<file path="src/rtl/spi_synced_tone_gen.sv">
// SPI-word-synchronised multi-channel sine tone generator: each completed SPI word emits one sample.
// Define TONE_GAIN_EN to add a per-channel Q1.7 gain port and one extra output pipeline stage.
module spi_synced_tone_gen #(
  parameter int CHANNELS      = 2,
  parameter int SAMPLE_W      = 16,
  parameter int PHASE_W       = 16,
  parameter int ROM_ADDR_W    = 6,
  parameter int BITS_PER_WORD = 16,
  localparam int CHAN_W       = (CHANNELS > 1) ? $clog2(CHANNELS) : 1
) (
  input  logic                         clk_12mhz,
  input  logic                         reset,
  input  logic                         spi_sck,
  input  logic                         spi_cs,
  input  logic                         enable,
  input  logic [CHANNELS*PHASE_W-1:0]  phase_inc,
`ifdef TONE_GAIN_EN
  input  logic [CHANNELS*8-1:0]        gain,
`endif
  input  logic                         fifo_full,
  output logic signed [SAMPLE_W-1:0]   fifo_write_data,
  output logic                         fifo_write_en,
  output logic [CHAN_W-1:0]            fifo_write_chan,
  output logic [15:0]                  drop_count,
  output logic                         led
);

  localparam int  DEPTH = 1 << ROM_ADDR_W;
  localparam int  BC_W  = (BITS_PER_WORD > 1) ? $clog2(BITS_PER_WORD) : 1;
  localparam real PI    = 3.14159265358979323846;

  function automatic logic signed [SAMPLE_W-1:0] sine_entry(input int k);
    real amp;
    real x;
    amp = real'((1 << (SAMPLE_W - 1)) - 1);
    x   = amp * $sin(2.0 * PI * real'(k) / real'(DEPTH));
    return (x >= 0.0) ? SAMPLE_W'($rtoi(x + 0.5)) : SAMPLE_W'($rtoi(x - 0.5));
  endfunction

  logic [2:0]                 sck_sync;
  logic [2:0]                 cs_sync;
  logic                       sck_rise;
  logic                       cs_active;
  logic [BC_W-1:0]            bit_cnt;
  logic                       trig;
  logic                       consume;
  logic [CHAN_W-1:0]          chan_idx;
  logic [PHASE_W-1:0]         phase   [CHANNELS];
  logic [PHASE_W-1:0]         inc_arr [CHANNELS];
  logic signed [SAMPLE_W-1:0] sine_rom [DEPTH];

  logic [ROM_ADDR_W-1:0]      addr_p0;
  logic [CHAN_W-1:0]          chan_p0;
  logic                       take_p0;
  logic                       vld_p0;

  for (genvar k = 0; k < DEPTH; k++) begin : g_rom
    localparam logic signed [SAMPLE_W-1:0] ENTRY = sine_entry(k);
    assign sine_rom[k] = ENTRY;
  end

  for (genvar k = 0; k < CHANNELS; k++) begin : g_inc
    assign inc_arr[k] = phase_inc[k*PHASE_W +: PHASE_W];
  end

  // Whole-vector shifts: bit 0 samples the pin, bits 1 and 2 feed the edge detector.
  always_ff @(posedge clk_12mhz) begin
    sck_sync <= (sck_sync << 1) | {2'b00, spi_sck};
    cs_sync  <= (cs_sync << 1) | {2'b00, spi_cs};
  end

  assign sck_rise  = sck_sync[1] & ~sck_sync[2];
  assign cs_active = ~cs_sync[1];
  assign consume   = trig & enable;
  assign led       = phase[0][PHASE_W-1 -: ROM_ADDR_W] < ROM_ADDR_W'(DEPTH / 4);

  // Word framing, channel rotation, phase accumulation and drop accounting
  always_ff @(posedge clk_12mhz) begin
    if (reset) begin
      bit_cnt    <= '0;
      trig       <= 1'b0;
      chan_idx   <= '0;
      take_p0    <= 1'b0;
      vld_p0     <= 1'b0;
      drop_count <= '0;
      for (int i = 0; i < CHANNELS; i++) phase[i] <= '0;
    end else begin
      trig <= 1'b0;
      if (!cs_active) begin
        bit_cnt <= '0;
      end else if (sck_rise) begin
        if (bit_cnt == BC_W'(BITS_PER_WORD - 1)) begin
          bit_cnt <= '0;
          trig    <= 1'b1;
        end else begin
          bit_cnt <= bit_cnt + 1'b1;
        end
      end

      take_p0 <= consume;
      vld_p0  <= consume & ~fifo_full;
      if (consume) begin
        phase[chan_idx] <= phase[chan_idx] + inc_arr[chan_idx];
        if (fifo_full && drop_count != 16'hFFFF) drop_count <= drop_count + 1'b1;
      end

      if (!cs_active)
        chan_idx <= '0;
      else if (consume)
        chan_idx <= (chan_idx == CHAN_W'(CHANNELS - 1)) ? '0 : chan_idx + 1'b1;
    end
  end

  // Stage p0: capture table address and channel of the consumed trigger
  always_ff @(posedge clk_12mhz) begin
    if (consume) begin
      addr_p0 <= phase[chan_idx][PHASE_W-1 -: ROM_ADDR_W];
      chan_p0 <= chan_idx;
    end
  end

`ifdef TONE_GAIN_EN
  function automatic logic signed [SAMPLE_W-1:0] apply_gain(
    input logic signed [SAMPLE_W-1:0] s,
    input logic [7:0]                 g
  );
    logic signed [8:0]          g_q;
    logic signed [SAMPLE_W+8:0] prod;
    g_q  = (g > 8'd128) ? 9'sd128 : $signed({1'b0, g});
    prod = s * g_q;
    return SAMPLE_W'(prod >>> 7);
  endfunction

  logic [7:0]                 gain_arr [CHANNELS];
  logic signed [SAMPLE_W-1:0] sample_p1;
  logic [CHAN_W-1:0]          chan_p1;
  logic                       take_p1;
  logic                       vld_p1;

  for (genvar k = 0; k < CHANNELS; k++) begin : g_gain
    assign gain_arr[k] = gain[k*8 +: 8];
  end

  // Stage p1: table lookup
  always_ff @(posedge clk_12mhz) begin
    if (reset) begin
      take_p1 <= 1'b0;
      vld_p1  <= 1'b0;
    end else begin
      take_p1 <= take_p0;
      vld_p1  <= vld_p0;
    end
    if (take_p0) begin
      sample_p1 <= sine_rom[addr_p0];
      chan_p1   <= chan_p0;
    end
  end

  // Stage p2: gain scaling into the output registers
  always_ff @(posedge clk_12mhz) begin
    if (reset) begin
      fifo_write_en   <= 1'b0;
      fifo_write_data <= '0;
      fifo_write_chan <= '0;
    end else begin
      fifo_write_en <= vld_p1;
      if (take_p1) begin
        fifo_write_data <= apply_gain(sample_p1, gain_arr[chan_p1]);
        fifo_write_chan <= chan_p1;
      end
    end
  end
`else
  // Stage p1: table lookup into the output registers
  always_ff @(posedge clk_12mhz) begin
    if (reset) begin
      fifo_write_en   <= 1'b0;
      fifo_write_data <= '0;
      fifo_write_chan <= '0;
    end else begin
      fifo_write_en <= vld_p0;
      if (take_p0) begin
        fifo_write_data <= sine_rom[addr_p0];
        fifo_write_chan <= chan_p0;
      end
    end
  end
`endif

endmodule

</file>
<file path="config.mk">
export PLATFORM = sky130hd
export DESIGN_NAME = spi_synced_tone_gen
export DESIGN_NICKNAME = d
export VERILOG_FILES = /design/src/rtl/spi_synced_tone_gen.sv
export SDC_FILE = /design/constraint.sdc
export NUM_CORES = 1
export LEC_CHECK = 0
export CORE_AREA = 2 2 118 120
export CTS_CLUSTER_SIZE = 12
export DETAILED_ROUTE_END_ITERATION = 12
export DIE_AREA = 0 0 120 122
export MAX_ROUTING_LAYER = met4
export PLACE_DENSITY = 0.71
export SETUP_SLACK_MARGIN = 0.2
export SLEW_MARGIN = 20
export SYNTH_ARGS = -nofsm -noshare
export SYNTH_HDL_FRONTEND = slang
export SYNTH_SLANG_ARGS = --single-unit
</file>
<file path="constraint.sdc">
create_clock -name clk_12mhz -period 2.95 [get_ports clk_12mhz]
set_input_delay 0.59 -clock clk_12mhz [delete_from_list [all_inputs] [get_ports clk_12mhz]]
set_output_delay 0.59 -clock clk_12mhz [all_outputs]
set_load 0.01 [all_outputs]
</file>
==> metrics.md, run 1 <==
| Metric | Value |
|---|---|
| Setup TNS | 0 ps |
| CTS tree | built |
| Port bufs | 72 |
| Storage cell area | 0.00213 mm2 |
| Worst EP arrival | 2720 ps |
| Initial antenna violation count | 0 |
| Final period utilization | 89.3% |
| CP max stage delay | 450 ps |
| Starting density of the core | 43.5% |
| Root Buffer Master | clkbuf_16 |
| DR iter-0 viols | 430 |
| Number of global-route vias before repair | 5230 |
| Final hold viol count | 0 |
| Crit path kind | input pin to flip-flop |
| Post-layout min period | 2630 ps |
| Yosys cell types | 75 |
| Htree depth | 3 |
| Share of cells above drive strength 1 | 13.0% |
| Die area | 0.0146 mm2 |
| Max rail drop VDD | 0.000273 V |
| Final setup viols | 0 |
| Delay-heaviest family, CP | buffers and inverters |
| DR DRC count | 0 |
| Slew Viols, Final | 0 |
| Post-Route WL | 16200 um |
| Synth top area share | 19.9% |
| Postcts setup bufs | 0 |
| Die X | 120 um |
| Leakage power | 2.66 nW |
| Syn avg cell area | 9.00 um2 |
| Hold WC Path Type | flip-flop to flip-flop |
| # hold bufs at CTS | 0 |
| WP buf/inv | 3 |
| First-pass GRT wire length | 26500 um |
| Nets@finish | 788 |
| RSZ-0062 raised after global routing | false |
| Layout area overhead | 22.0% |
| Routability cong. | 0.986 |
| Post-synthesis sequential area ratio | 36.3% |
| Post-DR wirelength/cell | 17.8 um |
| YS warnings | 0 |
| # diodes | 0 |
| Max Clock Skew | 4.44 ps |
| Max-Cap Viols | 0 |
| Worst-Margin Slew | 730 ps |
| Post-synth EDFFs | 39 |
| Cts bufs inserted | 9 |
| Crit Path Max Fanout | 5 |
| Die Ht | 122 um |
| Antenna Violating Nets Remaining | 0 |
| Asr flop ratio synth | 0% |
| Hold slack final | 330 ps |
| Vias | 5352 |
| Multi-input logic area | 0.00347 mm2 |
| IO Count | 73 |
| Longest Clk Path Bufs | 2 |
| Post-synthesis register bit count | 87 |
| Drt pass-1 iters | 5 |
| Pwr/cell area | 371 mW/mm2 |
| HPWL after detailed placement | 11600 um |
| Syn nets | 717 |
| CP Cell Sequence | clkdlybuf4s50_1 -> mux2_2 -> ha_1 -> inv_1 -> fa_1 -> nand2b_1 -> a21oi_1 -> buf_4 -> o21ai_0 -> a31oi_1 -> nor3_1 |
| Status | completed |
| Row cnt | 43 |
| Setup crit end kind | flip-flop |
| Top post-synthesis cells by area | edfxtp_1, dfxtp_1, mux2_2, ha_1, nor2_1 |
| Post-DR vias/cell | 5.89 |
| Main synth FF type | dfxtp_1 |
| Filler cells | 1242 |
| Clock transition at path regs | 70 ps |
| Sink Count | 87 |
| Cells after Synth | 653 |
| Slew HR | 51.3% |
| Core Box Area | 0.0135 mm2 |
| Required @ worst endpoint | 3030 ps |
| GRT overflow | 0 |
| Layout Utilization | 53.1% |
| Leading area contributor after synthesis | edfxtp_1 |
| Skew-Pair Late Insertion Delay | 350 ps |
| Total GRT Usage | 23.4% |
| Synthesized area | 0.00588 mm2 |
| CP startpoint kind | input pin |
| Largest net degree at the start of global routing | 61 |
| Synth top cells by count | nor2_1, nand2_1, dfxtp_1 |
| Fmax achieved | 380 MHz |
| Count leader, synth | nor2_1 |
| Crit-path slowest cell | clkdlybuf4s50_1 |
[routing by layer]
metal  wire, um  global-route usage [%]  vias up
met4        474                    8.68        0
met1       6820                    28.1     2548
li1           -                       -     2572
met3        891                    3.79       41
met5          0                       -        -
met2       7980                    39.9      191
[cell usage in the layout (no fill, tap or decap), types with 4 or more instances in the layout]
cell type,synthesis,layout
nor2b_1,5,5
nand2_1,53,53
nor2_1,81,81
o221ai_1,6,6
dfxtp_1,48,47
nor3b_1,4,4
mux2_2,29,29
a211oi_1,13,13
and3_1,9,9
inv_1,14,14
a311oi_1,6,6
o2111ai_1,7,7
buf_4,3,28
nand2b_1,20,20
nand3_1,13,13
mux4_2,5,5
clkbuf_16,0,9
o21ai_0,25,25
xor2_1,24,24
mux2i_1,13,13
o21ai_1,9,9
o211ai_1,8,8
clkdlybuf4s50_1,0,72
a21o_1,7,7
edfxtp_1,39,39
nor3_1,17,17
a21oi_1,44,43
a31oi_1,10,10
o32ai_1,4,4
ha_1,25,24
and4_1,4,4
[final timing paths]
| check | start | to | slack, ps | depth (start not counted) |
|---|---|---|---|---|
| setup reg to reg | chan_idx | phase[0][12] | 370 | 11 |
| hold / removal | sck_sync[0] | sck_sync[1] | 330 | 0 |
| hold reg to reg | sck_sync[0] | sck_sync[1] | 330 | 0 |
| setup / recovery | phase_inc[16] | phase[0][12] | 320 | 11 |
[registers in the layout, summed over array words and instances, names as in the netlist, 2 cells and up, named ones only]
| signal | cells |
|---|---|
| addr_p0 | 6 |
| bit_cnt | 4 |
| phase | 32 |
| sck_sync | 3 |
| cs_sync | 2 |
| drop_count | 16 |
| fifo_write_data | 16 |
[cells by family (layout without fill, tap and decap cells)]
group,Yosys count,after routing,synth area share (%)
simple gates,230,230,18.8
compound gates,177,177,20.6
flops,87,87,36.3
buf+inv,60,136,4.83
mux,48,48,10.1
fa+ha+maj,26,26,5.66
xor+xnor,25,25,3.72
[where the power goes]
part	switching (mW)	leakage, nW	internal, mW
sequential	0.00600	0.785	1.27
combinational	0.127	1.73	0.130
clock	0.532	0.142	0.589
[stage by stage]
step           area (um2)  instances  total power, mW  worst slack (ps)
4_1_cts              7170        909             2.68               297
5_1_grt              7170        909             2.75               201
2_1_floorplan        5880        653             1.45               232
3_3_place_gp         6880        893             1.55              17.5
6_report             7170        909             2.66               317
3_5_place_dp         6880        893             1.56             -76.2
[repair_timing]
item	in CTS	in global routing
cloned	0	0
endpoints found under the setup margin	2	8
gates resized for setup	1	4
[cell type report]
cell class / instances / share of cell area (%)
timing repair buffer: 103 / 13.8
clock inverter: 7 / 0.907
clock buffer: 9 / 3.14
sequential: 87 / 29.7
multi-input combinational: 506 / 48.4
tap: 180 / 3.14
inverter: 17 / 0.890
No activity file was read; power rests on OpenSTA's default activity.
==> inputs of run 2 (changes only) <==
--- a/config.mk
+++ b/config.mk
@@ -11,7 +11,6 @@
 export DIE_AREA = 0 0 120 122
 export MAX_ROUTING_LAYER = met4
 export PLACE_DENSITY = 0.71
-export SETUP_SLACK_MARGIN = 0.2
 export SLEW_MARGIN = 20
 export SYNTH_ARGS = -nofsm -noshare
 export SYNTH_HDL_FRONTEND = slang
==> run 2 against run 1 <==
Critical path depth unchanged. Sequential power barely moved. Clock skew grew 2.4 ps. Flip-flop and latch count is the same. Critical path type unchanged. Largest cell class unchanged. Largest power group unchanged. Highest routed layer unchanged.
==> metrics.md, run 2 (synthesis results as in run 1) <==
| Metric | Value |
|---|---|
| Status | completed |
| Initial antenna violation count | 0 (unchanged) |
| GRT overflow | 0 (unchanged) |
| Met3 Use GR | 5.34% (+1.5 points) |
| Setup crit end kind | flip-flop |
| Final period utilization | 91.3% (+2.1 points) |
| Layout area overhead | 22.1% |
| # diodes | 0 (unchanged) |
| Stages on the worst setup path | 11 (unchanged) |
| Die X | 120 um (unchanged) |
| Worst EP arrival | 2780 ps (+60 ps) |
| Fmax achieved | 371 MHz (-2.3%) |
| First-pass GRT wire length | 25300 um (-4.3%) |
| Layout Utilization | 53.2% (+0.056 points) |
| HPWL after detailed placement | 11200 um (-3.4%) |
| Slew HR | 64.1% (+13 points) |
| Die area | 0.0146 mm2 (unchanged) |
| Routing usage on met1 | 26.5% (-1.6 points) |
| CP Cell Sequence | clkdlybuf4s50_1 -> mux2_2 -> ha_1 -> inv_1 -> fa_1 -> nand2b_1 -> a21oi_1 -> buf_4 -> o211ai_1 -> a21oi_1 -> mux2i_1 |
| Largest register by flop count | phase |
| Total GRT Usage | 22.4% (-1.1 points) |
| Cts bufs inserted | 9 (unchanged) |
| Commonest non-fill, non-tap cell in the layout | nor2_1 |
| Nets@finish | 791 (+0.38%) |
| Clock transition at path regs | 60 ps (about the same) |
| Max Clock Skew | 6.85 ps (+2.41 ps) |
| Post-Route WL | 15400 um (-4.4%) |
| Core Box Area | 0.0135 mm2 (unchanged) |
| Hold WC Path Type | flip-flop to flip-flop |
| Longest Clk Path Bufs | 2 (unchanged) |
| RSZ-0062 raised after global routing | false |
| CTS tree | built |
| CP startpoint kind | input pin |
| Htree depth | 3 (unchanged) |
| Antenna Violating Nets Remaining | 0 (unchanged) |
| Largest net degree at the start of global routing | 61 (unchanged) |
| Skew-Pair Late Insertion Delay | 340 ps (about the same) |
| Crit path kind | input pin to flip-flop |
| Hold slack final | 327 ps (-3.56 ps) |
| Delay-heaviest family, CP | buffers and inverters |
| Row cnt | 43 (unchanged) |
| Post-DR wirelength/cell | 16.9 um (-4.8%) |
| Max rail drop VDD | 0.000319 V (+17%) |
| DR DRC count | 0 (unchanged) |
| Most used routing layer | met2 |
| Required @ worst endpoint | 3040 ps (about the same) |
| Leakage power | 2.67 nW (+0.33%) |
| IO Count | 73 (unchanged) |
| Pwr/cell area | 371 mW/mm2 (+0.13%) |
| Biggest regs | phase x32, drop_count x16, fifo_write_data x16 |
| Final hold viol count | 0 (unchanged) |
| Starting density of the core | 43.5% (unchanged) |
| Number of global-route vias before repair | 5231 (+0.019%) |
| Root Buffer Master | clkbuf_16 |
| Post-CTS resize count | 0 (-1) |
| CP dominant cell by count | a21oi_1 |
| Post-DR vias/cell | 5.93 (+0.77%) |
| Met2 Use GR | 36.9% (-3.1 points) |
| Crit-path slowest cell | clkdlybuf4s50_1 |
| Die Ht | 122 um (unchanged) |
| Share of cells above drive strength 1 | 12.7% (-0.33 points) |
| Routability cong. | 0.971 (-1.5%) |
| Post-layout min period | 2690 ps (+61.4 ps) |
| Most frequent cells in the layout | nor2_1, clkdlybuf4s50_1, nand2_1 |
| Crit Path Max Fanout | 5 (unchanged) |
| Postcts setup bufs | 0 (unchanged) |
| WHS Path Cells | 0 (unchanged) |
| DR iter-0 viols | 509 (+18%) |
| Worst-Margin Slew | 539 ps (-191 ps) |
| WP buf/inv | 3 (unchanged) |
| Drt pass-1 iters | 5 (unchanged) |
| Port bufs | 72 (unchanged) |
| Max-Cap Viols | 0 (unchanged) |
| Reg2reg path depth | 8 (-3) |
| Setup TNS | 0 ps (unchanged) |
| Sink Count | 87 (unchanged) |
| CP max stage delay | 450 ps (about the same) |
| Largest register FFs | 32 (unchanged) |
| R2R Setup Slk | 350 ps (-20 ps) |
| # hold bufs at CTS | 0 (unchanged) |
| Final Power | 2.66 mW (+0.23%) |
| Slew Viols, Final | 0 (unchanged) |
| Final setup viols | 0 (unchanged) |
| Vias | 5411 (+1.1%) |
run 2: final cells by class:
cell class / instances / area, um2
well taps: 180 / 225
inverters: 17 / 63.8
clock buffers: 9 / 225
flip-flops and latches: 87 / 2130
fillers: 1239 / 6320
repair buffers: 106 / 1000
clock inverters: 7 / 70.1
multi-input cells: 506 / 3460
run 2: final timing paths:
| kind | end | from |
|---|---|---|
| worst min register to register | sck_sync[1] | sck_sync[0] |
| worst max register to register | phase[1][15] | flip-flop |
| worst max-delay path | phase[1][14] | phase_inc[16] |
| worst min-delay path | sck_sync[1] | sck_sync[0] |
run 2: power by group:
part | leakage (nW) | total (mW) | switching, mW | internal [mW]
registers | 0.784 | 1.28 | 0.00549 | 1.27
logic | 1.75 | 0.255 | 0.125 | 0.130
clock network | 0.138 | 1.13 | 0.474 | 0.656
total | 2.67 | 2.66 | 0.605 | 2.06
run 2: stage by stage:
stage	std cells	worst slack [ps]	instance area, um2
6_report	912	256	7180
2_1_floorplan	653	40.5	5880
4_1_cts	912	272	7180
3_5_place_dp	896	-77.7	6890
3_3_place_gp	896	31.0	6890
5_1_grt	912	134	7180
run 2: layer usage:
metal	vias up	routed length (um)
li1	2577	-
met5	-	0
met1	2541	6460
met2	256	7420
met3	37	1080
met4	0	484
